File: src/rtl/gps_pps_pkg.sv
// Shared types and helpers for the GPS 1PPS qualifier.
// Holds the FSM state encoding and the acceptance-window bounds.
package gps_pps_pkg;

  typedef enum logic {
    SEARCH = 1'b0,
    TRACK  = 1'b1
  } state_t;

  function automatic longint unsigned win_lo(input longint unsigned nominal,
                                             input longint unsigned tol);
    return nominal - tol;
  endfunction

  function automatic longint unsigned win_hi(input longint unsigned nominal,
                                             input longint unsigned tol);
    return nominal + tol;
  endfunction

endpackage

File: src/rtl/pps_edge_filter.sv
// Synchronises the raw PPS pin and accepts a rising edge only once it has
// stayed high for MIN_HIGH_CYCLES consecutive synchronised cycles.
module pps_edge_filter #(
  parameter int SYNC_STAGES     = 2,
  parameter int MIN_HIGH_CYCLES = 4
) (
  input  logic clk,
  input  logic rst,
  input  logic in,
  output logic edge_stb
);

  if (SYNC_STAGES < 2) begin : g_bad_sync
    $fatal(1, "pps_edge_filter: SYNC_STAGES must be at least 2");
  end
  if (MIN_HIGH_CYCLES < 1) begin : g_bad_high
    $fatal(1, "pps_edge_filter: MIN_HIGH_CYCLES must be at least 1");
  end

  localparam int RW = $clog2(MIN_HIGH_CYCLES + 1);
  localparam logic [RW-1:0] RUN_MAX = RW'(MIN_HIGH_CYCLES);
  localparam logic [RW-1:0] RUN_HIT = RW'(MIN_HIGH_CYCLES - 1);

  logic [SYNC_STAGES-1:0] sync_reg;
  logic [RW-1:0]          run_reg;
  logic                   synced;

  assign synced = sync_reg[SYNC_STAGES-1];

  always_ff @(posedge clk or posedge rst) begin
    if (rst) begin
      sync_reg <= '0;
    end else begin
      sync_reg <= {sync_reg[SYNC_STAGES-2:0], in};
    end
  end

  // Run saturates at MIN_HIGH_CYCLES so a long high accepts exactly once.
  always_ff @(posedge clk or posedge rst) begin
    if (rst) begin
      run_reg <= '0;
    end else if (!synced) begin
      run_reg <= '0;
    end else if (run_reg != RUN_MAX) begin
      run_reg <= run_reg + RW'(1);
    end
  end

  assign edge_stb = synced && (run_reg == RUN_HIT);

endmodule

File: src/rtl/gps_pps_qualifier.sv
// GPS 1PPS qualifier: measures the interval between accepted edges, forwards
// in-window edges as pps_out and reports lock / missing / range status.
module gps_pps_qualifier
  import gps_pps_pkg::*;
#(
  parameter int          SYNC_STAGES     = 2,
  parameter int          MIN_HIGH_CYCLES = 4,
  parameter int          CNT_WIDTH       = 32,
  parameter int unsigned NOMINAL_CYCLES  = 5000000,
  parameter int unsigned TOL_CYCLES      = 5000,
  parameter int          LOCK_COUNT      = 4
) (
  input  logic                 clk,
  input  logic                 rst,
  input  logic                 pps_in,
  input  logic                 clear_flags,
  output logic                 pps_edge,
  output logic                 pps_out,
  output logic [CNT_WIDTH-1:0] interval,
  output logic                 interval_stb,
  output logic                 locked,
  output logic                 err_missing,
  output logic                 err_range
);

  if ((64'(NOMINAL_CYCLES) + 64'(TOL_CYCLES)) >= (64'd1 << CNT_WIDTH)) begin : g_bad_width
    $fatal(1, "gps_pps_qualifier: NOMINAL_CYCLES+TOL_CYCLES does not fit CNT_WIDTH");
  end
  if (TOL_CYCLES >= NOMINAL_CYCLES) begin : g_bad_tol
    $fatal(1, "gps_pps_qualifier: TOL_CYCLES must be below NOMINAL_CYCLES");
  end

  localparam logic [CNT_WIDTH-1:0] LO = CNT_WIDTH'(win_lo(64'(NOMINAL_CYCLES), 64'(TOL_CYCLES)));
  localparam logic [CNT_WIDTH-1:0] HI = CNT_WIDTH'(win_hi(64'(NOMINAL_CYCLES), 64'(TOL_CYCLES)));
  localparam int GW = $clog2(LOCK_COUNT + 1);
  localparam logic [GW-1:0] GR_MAX = GW'(LOCK_COUNT);

  state_t               state_reg, state_next;
  logic                 acc_edge;
  logic [CNT_WIDTH-1:0] cnt_reg, cnt_next, cnt_plus1;
  logic [CNT_WIDTH-1:0] interval_reg, interval_next;
  logic [GW-1:0]        good_run_reg, good_run_next;
  logic                 locked_reg, locked_next;
  logic                 err_range_reg, err_range_next;
  logic                 err_missing_reg, err_missing_next;
  logic                 stb_reg, stb_next;
  logic                 pps_reg, pps_next;
  logic                 in_window, good_edge, bad_edge, timeout;

  pps_edge_filter #(
    .SYNC_STAGES     (SYNC_STAGES),
    .MIN_HIGH_CYCLES (MIN_HIGH_CYCLES)
  ) u_filter (
    .clk      (clk),
    .rst      (rst),
    .in       (pps_in),
    .edge_stb (acc_edge)
  );

  always_ff @(posedge clk or posedge rst) begin
    if (rst) state_reg <= SEARCH;
    else     state_reg <= state_next;
  end

  always_comb begin
    state_next = state_reg;
    case (state_reg)
      SEARCH:  if (acc_edge) state_next = TRACK;
      TRACK:   if (timeout) state_next = SEARCH;
      default: state_next = SEARCH;
    endcase
  end

  // Window compare uses counter+1, the distance between the two accept cycles.
  always_comb begin
    cnt_plus1        = cnt_reg + CNT_WIDTH'(1);
    in_window        = (cnt_plus1 >= LO) && (cnt_plus1 <= HI);
    good_edge        = (state_reg == TRACK) && acc_edge && in_window;
    bad_edge         = (state_reg == TRACK) && acc_edge && !in_window;
    timeout          = (state_reg == TRACK) && !acc_edge && (cnt_plus1 == HI);
    cnt_next         = cnt_reg;
    interval_next    = interval_reg;
    good_run_next    = good_run_reg;
    locked_next      = locked_reg;
    stb_next         = (state_reg == TRACK) && acc_edge;
    pps_next         = good_edge;
    if (acc_edge)                cnt_next = '0;
    else if (state_reg == TRACK) cnt_next = cnt_plus1;
    if (stb_next) interval_next = cnt_plus1;
    if (good_edge) begin
      if (good_run_reg != GR_MAX) good_run_next = good_run_reg + GW'(1);
      locked_next = locked_reg || (good_run_next == GR_MAX);
    end else if (bad_edge || timeout) begin
      good_run_next = '0;
      locked_next   = 1'b0;
    end
    err_range_next   = bad_edge || (err_range_reg && !clear_flags);
    err_missing_next = timeout || (err_missing_reg && !clear_flags);
  end

  always_ff @(posedge clk or posedge rst) begin
    if (rst) begin
      cnt_reg         <= '0;
      interval_reg    <= '0;
      good_run_reg    <= '0;
      locked_reg      <= 1'b0;
      err_range_reg   <= 1'b0;
      err_missing_reg <= 1'b0;
      stb_reg         <= 1'b0;
      pps_reg         <= 1'b0;
    end else begin
      cnt_reg         <= cnt_next;
      interval_reg    <= interval_next;
      good_run_reg    <= good_run_next;
      locked_reg      <= locked_next;
      err_range_reg   <= err_range_next;
      err_missing_reg <= err_missing_next;
      stb_reg         <= stb_next;
      pps_reg         <= pps_next;
    end
  end

  assign pps_edge     = acc_edge;
  assign pps_out      = pps_reg;
  assign interval     = interval_reg;
  assign interval_stb = stb_reg;
  assign locked       = locked_reg;
  assign err_missing  = err_missing_reg;
  assign err_range    = err_range_reg;

endmodule

File: config.mk
export PLATFORM = sky130hd
export DESIGN_NAME = gps_pps_qualifier
export DESIGN_NICKNAME = d
export VERILOG_FILES = /design/src/rtl/gps_pps_pkg.sv /design/src/rtl/pps_edge_filter.sv /design/src/rtl/gps_pps_qualifier.sv
export SDC_FILE = /design/constraint.sdc
export NUM_CORES = 1
export LEC_CHECK = 0
export CORE_MARGIN = 3
export CORE_UTILIZATION = 55
export CTS_CLUSTER_SIZE = 14
export DETAILED_ROUTE_END_ITERATION = 10
export DONT_BUFFER_PORTS = 1
export PLACE_DENSITY_LB_ADDON = 0.3
export SLEW_MARGIN = 15
export SYNTH_ARGS = -nofsm -noshare
export SYNTH_HDL_FRONTEND = slang
export SYNTH_SLANG_ARGS = --single-unit
File: constraint.sdc
create_clock -name clk -period 4.7 [get_ports clk]
set_input_delay 0.94 -clock clk [delete_from_list [all_inputs] [get_ports clk]]
set_output_delay 0.94 -clock clk [all_outputs]
set_load 0.05 [all_outputs]
Word level (Yosys, flattened, before mapping)
Index checks and enable logic that the tools add are counted.

Reductions and logical operators: 18. Bitwise gates (word level): 1. Shift operators: 0. Equal/unequal tests: 6. Divide/modulo/power cells: 0. $lt $le $gt $ge: 2. Muxes and demuxes: 13. $add $sub $neg: 3. Multipliers: 0.

Operators by type and width (count): $mux 32 (2); $add 32x1->32 const B (1); $eq 32x23->1 const B (1); $ge 32x23->1 const B (1); $le 32x23->1 const B (1); $mux 3 (6); $logic_and 1x1->1 (9); $add 3x1->3 const B (2); $ne 3x3->1 const B (2); $logic_or 1x1->1 (4); $mux 1 (4); $reduce_bool 2->1 (2); $eq 3x2->1 const B (1); $eq 3x3->1 const B (1); $logic_not 1->1 (3); $ne 2x2->1 const B (1); $pmux 1 s2 (1); $not 1->1 (1).

RAM bits: 0. Bits in registers: 78. Memories: 0. Word-level logic and storage cells: 54. Bits in read-only memories: 0. Latch bits: 0. Output and inout bits: 38. Bits of input ports: 4.

Depth between registers and ports, before layout
Gate-level depths: netlist of the first run.

Depth in word-level cells: 8. Mapped depth: 11. Mapped depth without buffers: 9.

Hierarchy
A second synthesis of the first run with hierarchy kept.

Cells, all modules: 520. Area total of the unflattened synthesis: 4570.6 um^2.

Modules (own cells, without submodules): gps_pps_qualifier (cells each 499, seq. area each 1826.8 um^2, area an instance 4339.2 um^2, instances 1); pps_edge_filter (cells each 21, seq. area each 125.1 um^2, area an instance 231.5 um^2, instances 1).

Worst setup path after synthesis of the first run
No wires, ideal clock.

Kind: flip-flop to flip-flop. From: register cnt_reg[1]. To: register locked_reg (netlist: locked). Cell stages (with the launch flop): 12. Setup time: 78 ps. Clock period less this slack: 3106 ps. Setup slack: 1594 ps. Buffers on the path: 2. Arrival time: 3029 ps. Required time: 4622 ps. Cells stage by stage: dfrtp_1 ha_1 clkbuf_1 nand3_1 or4_1 buf_2 nor4_1 xnor2_1 nand4_1 a2111oi_4 a41oi_1 a21oi_1.

Cells in the longest elaborated chain, start to end: 7. Elaborated cells on any way between the ends: 12. Classes of those cells: add/sub (1); order compare (2); eq/ne (1); mux (1); reduce/logical (7).

RTL lines: start: declaration (line gps_pps_qualifier.sv:40) `logic [CNT_WIDTH-1:0] cnt_reg, cnt_next, cnt_plus1;`; start signal: assignment (line gps_pps_qualifier.sv:112) `cnt_reg <= cnt_next;`; $add 32x1->32 (*) (line gps_pps_qualifier.sv:76) `cnt_plus1 = cnt_reg + CNT_WIDTH'(1);`; $ge 32x23->1 / $le 32x23->1 (equally long branches) (line gps_pps_qualifier.sv:77) `in_window = (cnt_plus1 >= LO) && (cnt_plus1 <= HI);`; $logic_and 1x1->1 (line gps_pps_qualifier.sv:77); $logic_not 1->1 (line gps_pps_qualifier.sv:79) `bad_edge = (state_reg == TRACK) && acc_edge && !in_window;`; $logic_and 1x1->1 (line gps_pps_qualifier.sv:79); $logic_or 1x1->1 (line gps_pps_qualifier.sv:93) `end else if (bad_edge || timeout) begin`; $reduce_bool 2->1 (no line); end signal: assignment (line gps_pps_qualifier.sv:115) `locked_reg <= locked_next;`; end: declaration (line gps_pps_qualifier.sv:43) `logic locked_reg, locked_next;`.

Mark *: on every way between the ends. The rest lies on a longest branch, timed or not. A chain may end at the register's enable or synchronous reset.

Worst setup path in the final report of the first run
From: register cnt_reg[0]. To: register good_run_reg[1].

Cells in the longest elaborated chain, start to end: 7. Elaborated cells on any way between the ends: 12. Classes of those cells: add/sub (1); order compare (2); eq/ne (1); mux (1); reduce/logical (7).

RTL lines: $add 32x1->32 (*) (line gps_pps_qualifier.sv:76); $ge 32x23->1 / $le 32x23->1 (equally long branches) (line gps_pps_qualifier.sv:77); $logic_and 1x1->1 (line gps_pps_qualifier.sv:77); $logic_not 1->1 (line gps_pps_qualifier.sv:79); $logic_and 1x1->1 (line gps_pps_qualifier.sv:79); $logic_or 1x1->1 (line gps_pps_qualifier.sv:93); $reduce_bool 2->1 (no line); end signal: assignment (line gps_pps_qualifier.sv:114) `good_run_reg <= good_run_next;`; end: declaration (line gps_pps_qualifier.sv:42) `logic [GW-1:0] good_run_reg, good_run_next;`.

Marks and branches as above.

==> Implementation_results.wiki, run 1 <==
{| class="wikitable"
! Metric !! Value
|-
| Result of the run || completed
|-
| Relative max-transition margin || 33.9%
|-
| Clk pwr share || 26.9%
|-
| End of the worst hold path || u_filter.sync_reg[1]$_DFF_PP0_
|-
| Die Height || 97.3 um
|-
| Most used cells in the layout excluding fill and tap cells || dfrtp_1, nand2_1, o21ai_0
|-
| Cell area after layout || 4760 um2
|-
| Max Clk Rate || 255 MHz
|-
| Horizontal extent of the die || 97.3 um
|-
| Required arrival time at the worst endpoint || 4920 ps
|-
| Worst-case clock buffer depth || 2
|-
| P per Cell Area || 400 nW/um2
|-
| Count of pins on the block boundary || 42
|-
| Hold path startpoint || u_filter.sync_reg[0]$_DFF_PP0_
|-
| Critical register-to-register path startpoint || cnt_reg[0]$_DFFE_PP0P_
|-
| P_sw || 0.752 mW
|-
| Internal || 1.15 mW
|-
| Type of the most critical hold path || reg -> reg
|-
| Number of unique standard cell types used by synthesis || 62
|-
| Number of nets produced by synthesis || 531
|-
| Met2 Use GR || 34.6%
|-
| Critical path arrival || 4140 ps
|-
| Avg Cell Area, Syn || 8.79 um2
|-
| Inserted Clock Buffers || 9
|-
| Max Transition Viols Final || 0
|-
| Clock skew after layout || 10.5 ps
|-
| Clock latency reported for the late side of the worst-skew pair || 350 ps
|-
| Post-CTS Hold Buffers || 0
|-
| Most common flop cell mapped by yosys || dfrtp_1
|-
| Unrepaired setup endpoints after global routing || false
|-
| Area enclosed by the die boundary || 9460 um2
|-
| Global-route met1 utilization || 34.8%
|-
| Cells after Synth || 521
|-
| Number of flops mapped to enable cells by yosys || 0
|-
| Critical setup path kind || reg -> reg
|-
| Clock root cell || clkbuf_8
|-
| Total congestion overflow after global routing || 0
|-
| Instance area at placement || 4560 um2
|-
| Final-report hold violation count || 0
|-
| Max capacitance violation total || 0
|-
| Largest net degree at the start of global routing || 63
|-
| Number of design rule violations left after detail routing || 0
|-
| Commonest non-fill, non-tap cell in the layout || dfrtp_1
|-
| Clock H-tree levels || 3
|-
| Type of element capturing the critical path || flop
|-
| Routed vias/inst || 6.23
|-
| Initial antenna violation count || 0
|-
| Power share of the sequential group || 53.6%
|-
| Endpoint of the worst register-to-register path || good_run_reg[1]$_DFFE_PP0P_
|-
| Count of routing violations after the opening detailed-route iteration || 482
|-
| Fraction of final layout cells with drive strength greater than 1 || 7.60%
|-
| Finished Layout Cells || 602
|-
| TritonCTS clock tree || built
|-
| Share of flip-flops with an asynchronous set or reset || 100%
|-
| Setup violators final || 0
|-
| Sum of routed wire length over all layers || 10900 um
|-
| Minimum clock period || 3920 ps
|-
| Sw Share || 39.5%
|-
| Portion of the clock cycle consumed by the worst path in the final layout || 83.3%
|-
| Sinks on Clock Net || 78
|-
| Area overhead of the layout relative to synthesis || 3.85%
|-
| Number of rows in the core area || 32
|-
| Sum of net half-perimeters after detailed placement || 7820 um
|-
| Static power due to leakage || 1.89 nW
|-
| Port Buffer Count || 0
|-
| Cell Count Post-Placement || 586
|-
| Hold path depth || 0
|-
| Combined area of all synthesized cells || 4580 um2
|-
| Met3 layer usage reported by global route || 4.02%
|-
| Category of the worst setup path launch point || flop
|-
| Number of inserted diodes || 0
|-
| Power Total || 1.90 mW
|-
| Worst vdd rail ir drop || 181 uV
|-
| Top cell type by total area after synthesis || dfrtp_1
|-
| Worst Tran Pin Value || 992 ps
|-
| Vias || 3750
|-
| Peak fanout along the critical path || 13
|-
| Length in cells of the worst reg-to-reg path || 9
|-
| Gate power share || 19.5%
|-
| Starting utilization of the core area || 58.1%
|-
| Post-CTS resize count || 0
|-
| Final total negative setup slack || 0 ps
|-
| All-Layer GR Usage || 23.3%
|-
| Top cell type's share of synthesized area || 42.6%
|-
| Clk pin slew, worst setup/hold paths || 90 ps
|-
| Area contributors post-synth || dfrtp_1, o21ai_0, xnor2_1
|-
| Synth Register Bits || 78
|-
| GR peak layer || met1
|-
| Worst reg-to-reg setup slack || 780 ps
|-
| DR WL/cell || 18.0 um
|-
| Count of synthesis-stage warnings from yosys || 0
|-
| Utilization after layout || 60.3%
|-
| Seq/Total Area, Yosys || 42.6%
|-
| Number of buffers added for setup after CTS || 0
|-
| Final antenna-violating net count || 0
|-
| 1st-pass router iterations || 5
|-
| Via count of the first global-routing pass || 3452
|-
| First-pass GRT wire length || 17900 um
|-
| Final GP Congestion || 0.920
|-
| Floorplan core area || 7890 um2
|-
| Fill count || 687
|-
| Post-layout net count || 505
|}
cell families (layout without fill, tap and decap cells):
kind of cell,count (synthesis),after routing,synth area share [%]
XOR/XNOR,45,45,8.60
buffers and inverters,60,39,5.49
AO/OA/AOI/OAI,115,115,16.3
multiplexers,2,2,0.464
adder cells (fa/ha/maj),6,6,1.64
AND/OR/NAND/NOR,215,215,24.9
flip-flops,78,78,42.6
through the flow:
| stage | setup WS (ps) | hold slack, ps |
|---|---|---|
| global route | 486 | 377 |
| detailed placement | 940 | 338 |
| CTS | 878 | 364 |
| global placement | 1090 | 335 |
| floorplan | 1590 | 331 |
| finish | 783 | 361 |
synthesized netlist by cell type (2+ instances only):
library cell	number
nor3b_1	2
and3_1	5
buf_1	3
o31ai_1	3
nand4b_1	3
nor2b_1	3
nand2_1	62
nor4_1	9
o21ai_0	50
xnor2_1	27
a21oi_1	20
nand3_1	20
and2_1	7
a21boi_0	4
buf_2	2
a31oi_1	2
and4_1	7
clkbuf_1	29
xor2_1	18
buf_4	4
or3_1	17
o211ai_1	2
ha_1	6
o2111ai_1	2
o22ai_1	4
or2_2	3
nor4_2	2
or4_1	3
nand4_1	18
inv_1	20
a211oi_1	5
nor4b_1	2
o31a_1	3
nor3_1	10
dfrtp_1	78
nor2_1	36
o21ai_1	2
a211o_1	2
a41oi_1	2
a21o_1	2
layout make-up:
cell class	instances	area, um2	share of cell area (%)
Clock buffer	10	128	2.68
Clock inverter	6	71.3	1.50
Inverter	20	75.1	1.58
Multi-Input combinational cell	383	2380	50.1
Sequential cell	78	1950	41.0
Tap cell	102	128	2.68
Timing Repair Buffer	3	22.5	0.473
worst max-delay path, cell delays in order, from the launching register on:
cell and delay [ps]:
dfrtp_1 530, ha_1 400, nand3_1 350, or4_1 770, or4_1 480, a2111oi_0 460, and4_1 300, nand4_1 140
nand2_1 240, o22ai_1 130
routing by layer:
metal / part of all wire (%) / vias to the layer above
met1: 47 / 1736
met3: 8.0 / 26
met5: 0 / -
met2: 43 / 184
li1: - / 1804
met4: 2.1 / 0
how the worst max path moves through the flow:
stage | cells past startpoint | startpoint | slack (ps) | end
6_report | 9 | cnt_reg[0]$_DFFE_PP0P_ | 780 | good_run_reg[1]$_DFFE_PP0P_
4_1_cts | 9 | cnt_reg[0]$_DFFE_PP0P_ | 880 | good_run_reg[1]$_DFFE_PP0P_
5_1_grt | 9 | cnt_reg[0]$_DFFE_PP0P_ | 490 | good_run_reg[1]$_DFFE_PP0P_
2_1_floorplan | 11 | cnt_reg[1]$_DFFE_PP0P_ | 1590 | locked$_DFFE_PP0P_
3_5_place_dp | 9 | cnt_reg[0]$_DFFE_PP0P_ | 940 | good_run_reg[1]$_DFFE_PP0P_
3_3_place_gp | 9 | cnt_reg[0]$_DFFE_PP0P_ | 1090 | good_run_reg[1]$_DFFE_PP0P_
power groups by stage:
stage	registers, mW	clock network (mW)	logic [mW]
3_5_place_dp	1.03	0	0.373
5_1_grt	1.03	0.549	0.425
6_report	1.02	0.511	0.372
2_1_floorplan	0.926	0	0.388
3_3_place_gp	1.02	0	0.358
4_1_cts	1.02	0.521	0.375
No activity file was read; power rests on OpenSTA's default activity.
==> run 2, diff against run 1 <==
Clock period 4.7 ns to 3.65 ns, I/O delays scaled along.
==> run 2 against run 1 <==
Against the previous run: global-route usage up 1.3 points; fmax up 17%; register-to-register slack got worse by 490 ps; first-iteration DRC count fell by 37%; sequential share of layout area shrank 0.85 points; sequential power is 26% higher; critical path depth shrank 1; largest cell class unchanged.
==> Implementation_results.wiki, run 2 (synthesis results as in run 1) <==
{| class="wikitable"
! Metric !! Value
|-
| Result of the run || completed
|-
| Highest metal layer with signal wires || met4
|-
| Initial antenna violation count || 0
|-
| Worst setup startpoint || cnt_reg[4]$_DFFE_PP0P_
|-
| Power share of the sequential group || 51.3%
|-
| Cell Count Post-Placement || 597
|-
| Routed length on met3 || 807 um
|-
| Category of the worst setup path launch point || flop
|-
| Required arrival time at the worst endpoint || 3920 ps
|-
| Peak fanout along the critical path || 13
|-
| Worst setup endpoint || locked$_DFFE_PP0P_
|-
| Endpoint of the worst register-to-register path || locked$_DFFE_PP0P_
|-
| Worst Tran Pin Value || 714 ps
|-
| Number of design rule violations left after detail routing || 0
|-
| Floorplan core area || 7890 um2
|-
| WL met2 || 5090 um
|-
| Clk pwr share || 27.9%
|-
| Count of pins on the block boundary || 42
|-
| P per Cell Area || 516 nW/um2
|-
| Port Buffer Count || 0
|-
| Sinks on Clock Net || 78
|-
| Fraction of final layout cells with drive strength greater than 1 || 9.78%
|-
| Static power due to leakage || 1.96 nW
|-
| Minimum clock period || 3360 ps
|-
| Clock H-tree levels || 3
|-
| Total congestion overflow after global routing || 0
|-
| Post-CTS Hold Buffers || 0
|-
| Final total negative setup slack || 0 ps
|-
| Sum of net half-perimeters after detailed placement || 8560 um
|-
| Clock latency reported for the late side of the worst-skew pair || 350 ps
|-
| Number of rows in the core area || 32
|-
| DR WL/cell || 18.6 um
|-
| Horizontal extent of the die || 97.3 um
|-
| Max capacitance violation total || 0
|-
| First-pass GRT wire length || 19000 um
|-
| Unrepaired setup endpoints after global routing || false
|-
| Area overhead of the layout relative to synthesis || 6.04%
|-
| Clock root cell || clkbuf_8
|-
| Gate power share || 20.8%
|-
| Commonest non-fill, non-tap cell in the layout || dfrtp_1
|-
| Area enclosed by the die boundary || 9460 um2
|-
| Die Height || 97.3 um
|-
| Clock skew after layout || 9.35 ps
|-
| Max Transition Viols Final || 0
|-
| Instance area at placement || 4640 um2
|-
| Post-CTS resize count || 0
|-
| TritonCTS clock tree || built
|-
| Sw Share || 39.7%
|-
| Largest net degree at the start of global routing || 51
|-
| Relative max-transition margin || 52.0%
|-
| Vias || 3854
|-
| Type of element capturing the critical path || flop
|-
| Critical path arrival || 3640 ps
|-
| Post-layout net count || 516
|-
| Final antenna-violating net count || 0
|-
| Count of routing violations after the opening detailed-route iteration || 305
|-
| Worst vdd rail ir drop || 261 uV
|-
| Type of the most critical hold path || in -> async
|-
| Wl on met1 || 5300 um
|-
| Cell area after layout || 4860 um2
|-
| Number of buffers added for setup after CTS || 0
|-
| Sum of routed wire length over all layers || 11400 um
|-
| Clk pin slew, worst setup/hold paths || 90 ps
|-
| P_sw || 0.995 mW
|-
| Final GP Congestion || 0.961
|-
| Fill count || 657
|-
| Length in cells of the worst reg-to-reg path || 8
|-
| Utilization after layout || 61.6%
|-
| Internal || 1.51 mW
|-
| Starting utilization of the core area || 58.1%
|-
| Critical register-to-register path startpoint || cnt_reg[4]$_DFFE_PP0P_
|-
| Portion of the clock cycle consumed by the worst path in the final layout || 92.1%
|-
| Number of inserted diodes || 0
|-
| Finished Layout Cells || 613
|-
| Worst reg-to-reg setup slack || 290 ps
|-
| Critical setup path kind || reg -> reg
|-
| Max Clk Rate || 297 MHz
|-
| 1st-pass router iterations || 5
|-
| Routed vias/inst || 6.29
|-
| Most used cells in the layout excluding fill and tap cells || dfrtp_1, nand2_1, o21ai_0
|-
| Setup violators final || 0
|-
| Worst-case clock buffer depth || 2
|-
| All-Layer GR Usage || 24.6%
|-
| Via count of the first global-routing pass || 3649
|-
| Final-report hold violation count || 0
|-
| Inserted Clock Buffers || 9
|}
-- run 2: area by class of cell --
cell class                      instances  area, um2  area share, %
Multi-Input combinational cell        383       2380           49.0
Sequential cell                        78       1950           40.2
Tap cell                              102        128           2.63
Clock buffer                            9        124           2.55
Timing Repair Buffer                   14        105           2.16
Clock inverter                          7       92.6           1.91
Inverter                               20       75.1           1.55
-- run 2: worst min path at each step --
stage	slack, ps	from	endpoint	depth (start not counted)
after floorplan	330	u_filter.sync_reg[0]$_DFF_PP0_	u_filter.sync_reg[1]$_DFF_PP0_	0
after global placement	330	u_filter.sync_reg[0]$_DFF_PP0_	u_filter.sync_reg[1]$_DFF_PP0_	0
after detailed placement	350	u_filter.sync_reg[0]$_DFF_PP0_	u_filter.sync_reg[1]$_DFF_PP0_	0
after CTS	360	rst	cnt_reg[28]$_DFFE_PP0P_	1
after global routing	370	pps_in	u_filter.sync_reg[0]$_DFF_PP0_	0
final	360	rst	cnt_reg[11]$_DFFE_PP0P_	1
-- run 2: worst max-delay path, cell delays in order (launching register included) --
cell,delay (ps)
dfrtp_1,580
nand3_1,300
or4_4,670
nor4b_1,440
xnor2_1,230
nand4_1,200
a2111oi_4,490
a41oi_1,210
a21oi_1,160
-- run 2: power by group through the flow --
| stage | clock network [mW] | registers (mW) | logic, mW |
|---|---|---|---|
| final | 0.699 | 1.29 | 0.521 |
| after global routing | 0.755 | 1.31 | 0.595 |
| after CTS | 0.717 | 1.29 | 0.523 |
| after floorplan | 0 | 1.19 | 0.500 |
| after detailed placement | 0 | 1.30 | 0.521 |
| after global placement | 0 | 1.29 | 0.508 |
-- run 2: layer usage --
layer	global-route usage [%]	vias to the layer above
met5	0	-
met4	7.24	0
met3	4.38	17
met2	37.0	154
met1	36.4	1850
li1	-	1833
-- run 2: stage by stage --
stage	worst slack, ps	total power [mW]	hold slack, ps
after floorplan	544	1.69	331
after global placement	557	1.80	335
after detailed placement	460	1.82	345
after CTS	367	2.53	365
after global routing	95.1	2.66	365
final	288	2.51	359
==> run 3, diff against run 2 <==
Settings changed: CORE_MARGIN 3 to unset, GPL_ROUTABILITY_DRIVEN set to 0.
==> run 3 against run 2 <==
Against the previous run: cell count decreased by 0.49%; combinational power increased by 6.0%; fmax decreased by 1.5%; non-clock buffer count decreased by 3; worst setup slack got worse by 50 ps; sequential share of layout area increased by 0.24 points; design area decreased by 0.59%; routed wire length decreased by 2.9%; sequential power about the same; clock skew decreased by 1.6 ps; die area decreased by 8.1%; register-to-register slack got worse by 50 ps; critical endpoint is now good_run_reg[1]$_DFFE_PP0P_; largest power group unchanged.
==> Implementation_results.wiki, run 3 (synthesis results as in run 1) <==
{| class="wikitable"
! Metric !! Value
|-
| Minimum clock period || 3410 ps
|-
| Required arrival time at the worst endpoint || 3930 ps
|-
| Starting utilization of the core area || 58.1%
|-
| Post-CTS resize count || 0
|-
| Clock skew after layout || 7.72 ps
|-
| Max capacitance violation total || 0
|-
| Number of rows in the core area || 32
|-
| Worst reg-to-reg setup slack || 240 ps
|-
| Worst-case clock buffer depth || 2
|-
| Length in cells of the worst reg-to-reg path || 8
|-
| Area overhead of the layout relative to synthesis || 5.41%
|-
| Clock root cell || clkbuf_8
|-
| Initial antenna violation count || 0
|-
| Unrepaired setup endpoints after global routing || false
|-
| Clk pin slew, worst setup/hold paths || 80 ps
|-
| Setup violators final || 0
|-
| Sum of routed wire length over all layers || 11100 um
|-
| Endpoint of the worst register-to-register path || good_run_reg[1]$_DFFE_PP0P_
|-
| Count of pins on the block boundary || 42
|-
| Power Total || 2.49 mW
|-
| Number of inserted diodes || 0
|-
| Clock latency reported for the late side of the worst-skew pair || 360 ps
|-
| Sum of net half-perimeters after detailed placement || 7880 um
|-
| Max Transition Viols Final || 0
|-
| Inserted Clock Buffers || 9
|-
| TritonCTS clock tree || built
|-
| Post-CTS Hold Buffers || 0
|-
| Category of the worst setup path launch point || flop
|-
| Instance area at placement || 4630 um2
|-
| First-pass GRT wire length || 17500 um
|-
| Via count of the first global-routing pass || 3468
|-
| Clock H-tree levels || 3
|-
| Port Buffer Count || 0
|-
| Final antenna-violating net count || 0
|-
| Relative max-transition margin || 47.6%
|-
| Minimum setup slack in the final design || 238 ps
|-
| Type of element capturing the critical path || flop
|-
| Post-layout net count || 513
|-
| Critical register-to-register path startpoint || cnt_reg[4]$_DFFE_PP0P_
|-
| Number of design rule violations left after detail routing || 0
|-
| Sinks on Clock Net || 78
|-
| Fraction of final layout cells with drive strength greater than 1 || 9.06%
|-
| 1st-pass router iterations || 5
|-
| Final total negative setup slack || 0 ps
|-
| P per Cell Area || 517 nW/um2
|-
| Area enclosed by the die boundary || 8700 um2
|-
| Floorplan core area || 7890 um2
|-
| Static power due to leakage || 1.93 nW
|-
| Number of buffers added for setup after CTS || 0
|-
| Routed vias/inst || 6.29
|-
| Die Height || 93.3 um
|-
| Vias || 3839
|-
| Critical path arrival || 3690 ps
|-
| Worst hold margin || 314 ps
|-
| Worst Tran Pin Value || 778 ps
|-
| DR WL/cell || 18.1 um
|-
| Portion of the clock cycle consumed by the worst path in the final layout || 93.5%
|-
| Type of the most critical hold path || in -> async
|-
| Most used cells in the layout excluding fill and tap cells || dfrtp_1, nand2_1, o21ai_0
|-
| Result of the run || completed
|-
| All-Layer GR Usage || 26.4%
|-
| Horizontal extent of the die || 93.3 um
|-
| Peak fanout along the critical path || 13
|-
| Fill count || 648
|-
| Cell area after layout || 4830 um2
|-
| Total congestion overflow after global routing || 0
|-
| Dpl ws || 380 ps
|-
| Largest net degree at the start of global routing || 53
|-
| Critical setup path kind || reg -> reg
|-
| Commonest non-fill, non-tap cell in the layout || dfrtp_1
|-
| Final-report hold violation count || 0
|-
| Max Clk Rate || 293 MHz
|-
| Worst vdd rail ir drop || 215 uV
|-
| Count of routing violations after the opening detailed-route iteration || 639
|}
-- run 3: cell type report --
type | instances | area, um2 | share of cell area [%]
well taps | 102 | 128 | 2.64
clock inverters | 6 | 70.1 | 1.45
flip-flops and latches | 78 | 1950 | 40.4
multi-input cells | 383 | 2380 | 49.3
clock buffers | 10 | 128 | 2.64
repair buffers | 11 | 95.1 | 1.97
inverters | 20 | 75.1 | 1.55
-- run 3: critical path, stage by stage (launching register included) --
cell,delay [ps]
dfrtp_1,590
nand3_1,310
or4_4,670
nor4b_1,440
xnor2_1,280
nand4_1,210
a2111oi_4,480
nand3_2,160
o22ai_1,190
-- run 3: power breakdown --
part	internal [mW]	total, mW	switching (mW)	leakage (nW)
clock	0.321	0.666	0.345	0.0895
sequential	0.967	1.28	0.309	1.06
combinational	0.219	0.552	0.332	0.788
-- run 3: how the worst max path moves through the flow --
stage | from | cells after the start | endpoint
final | cnt_reg[4]$_DFFE_PP0P_ | 8 | good_run_reg[1]$_DFFE_PP0P_
after global routing | cnt_reg[4]$_DFFE_PP0P_ | 8 | good_run_reg[1]$_DFFE_PP0P_
after CTS | cnt_reg[4]$_DFFE_PP0P_ | 8 | good_run_reg[1]$_DFFE_PP0P_
after detailed placement | cnt_reg[4]$_DFFE_PP0P_ | 8 | good_run_reg[1]$_DFFE_PP0P_
after global placement | cnt_reg[4]$_DFFE_PP0P_ | 8 | locked$_DFFE_PP0P_
after floorplan | cnt_reg[1]$_DFFE_PP0P_ | 11 | locked$_DFFE_PP0P_
-- run 3: per-stage QoR --
step | util [%] | std cells
finish | 61.2 | 610
global route | 61.2 | 610
floorplan | - | 521
global placement | 58.7 | 594
detailed placement | 58.7 | 594
CTS | 61.2 | 610
-- run 3: layer usage --
metal	share of wire, %	routed length [um]	vias up	GRT usage, %
li1	-	-	1821	-
met1	46	5110	1808	38.4
met2	44	4830	185	39.0
met3	8.3	916	25	6.34
met4	1.9	206	0	7.82
met5	0	0	-	0
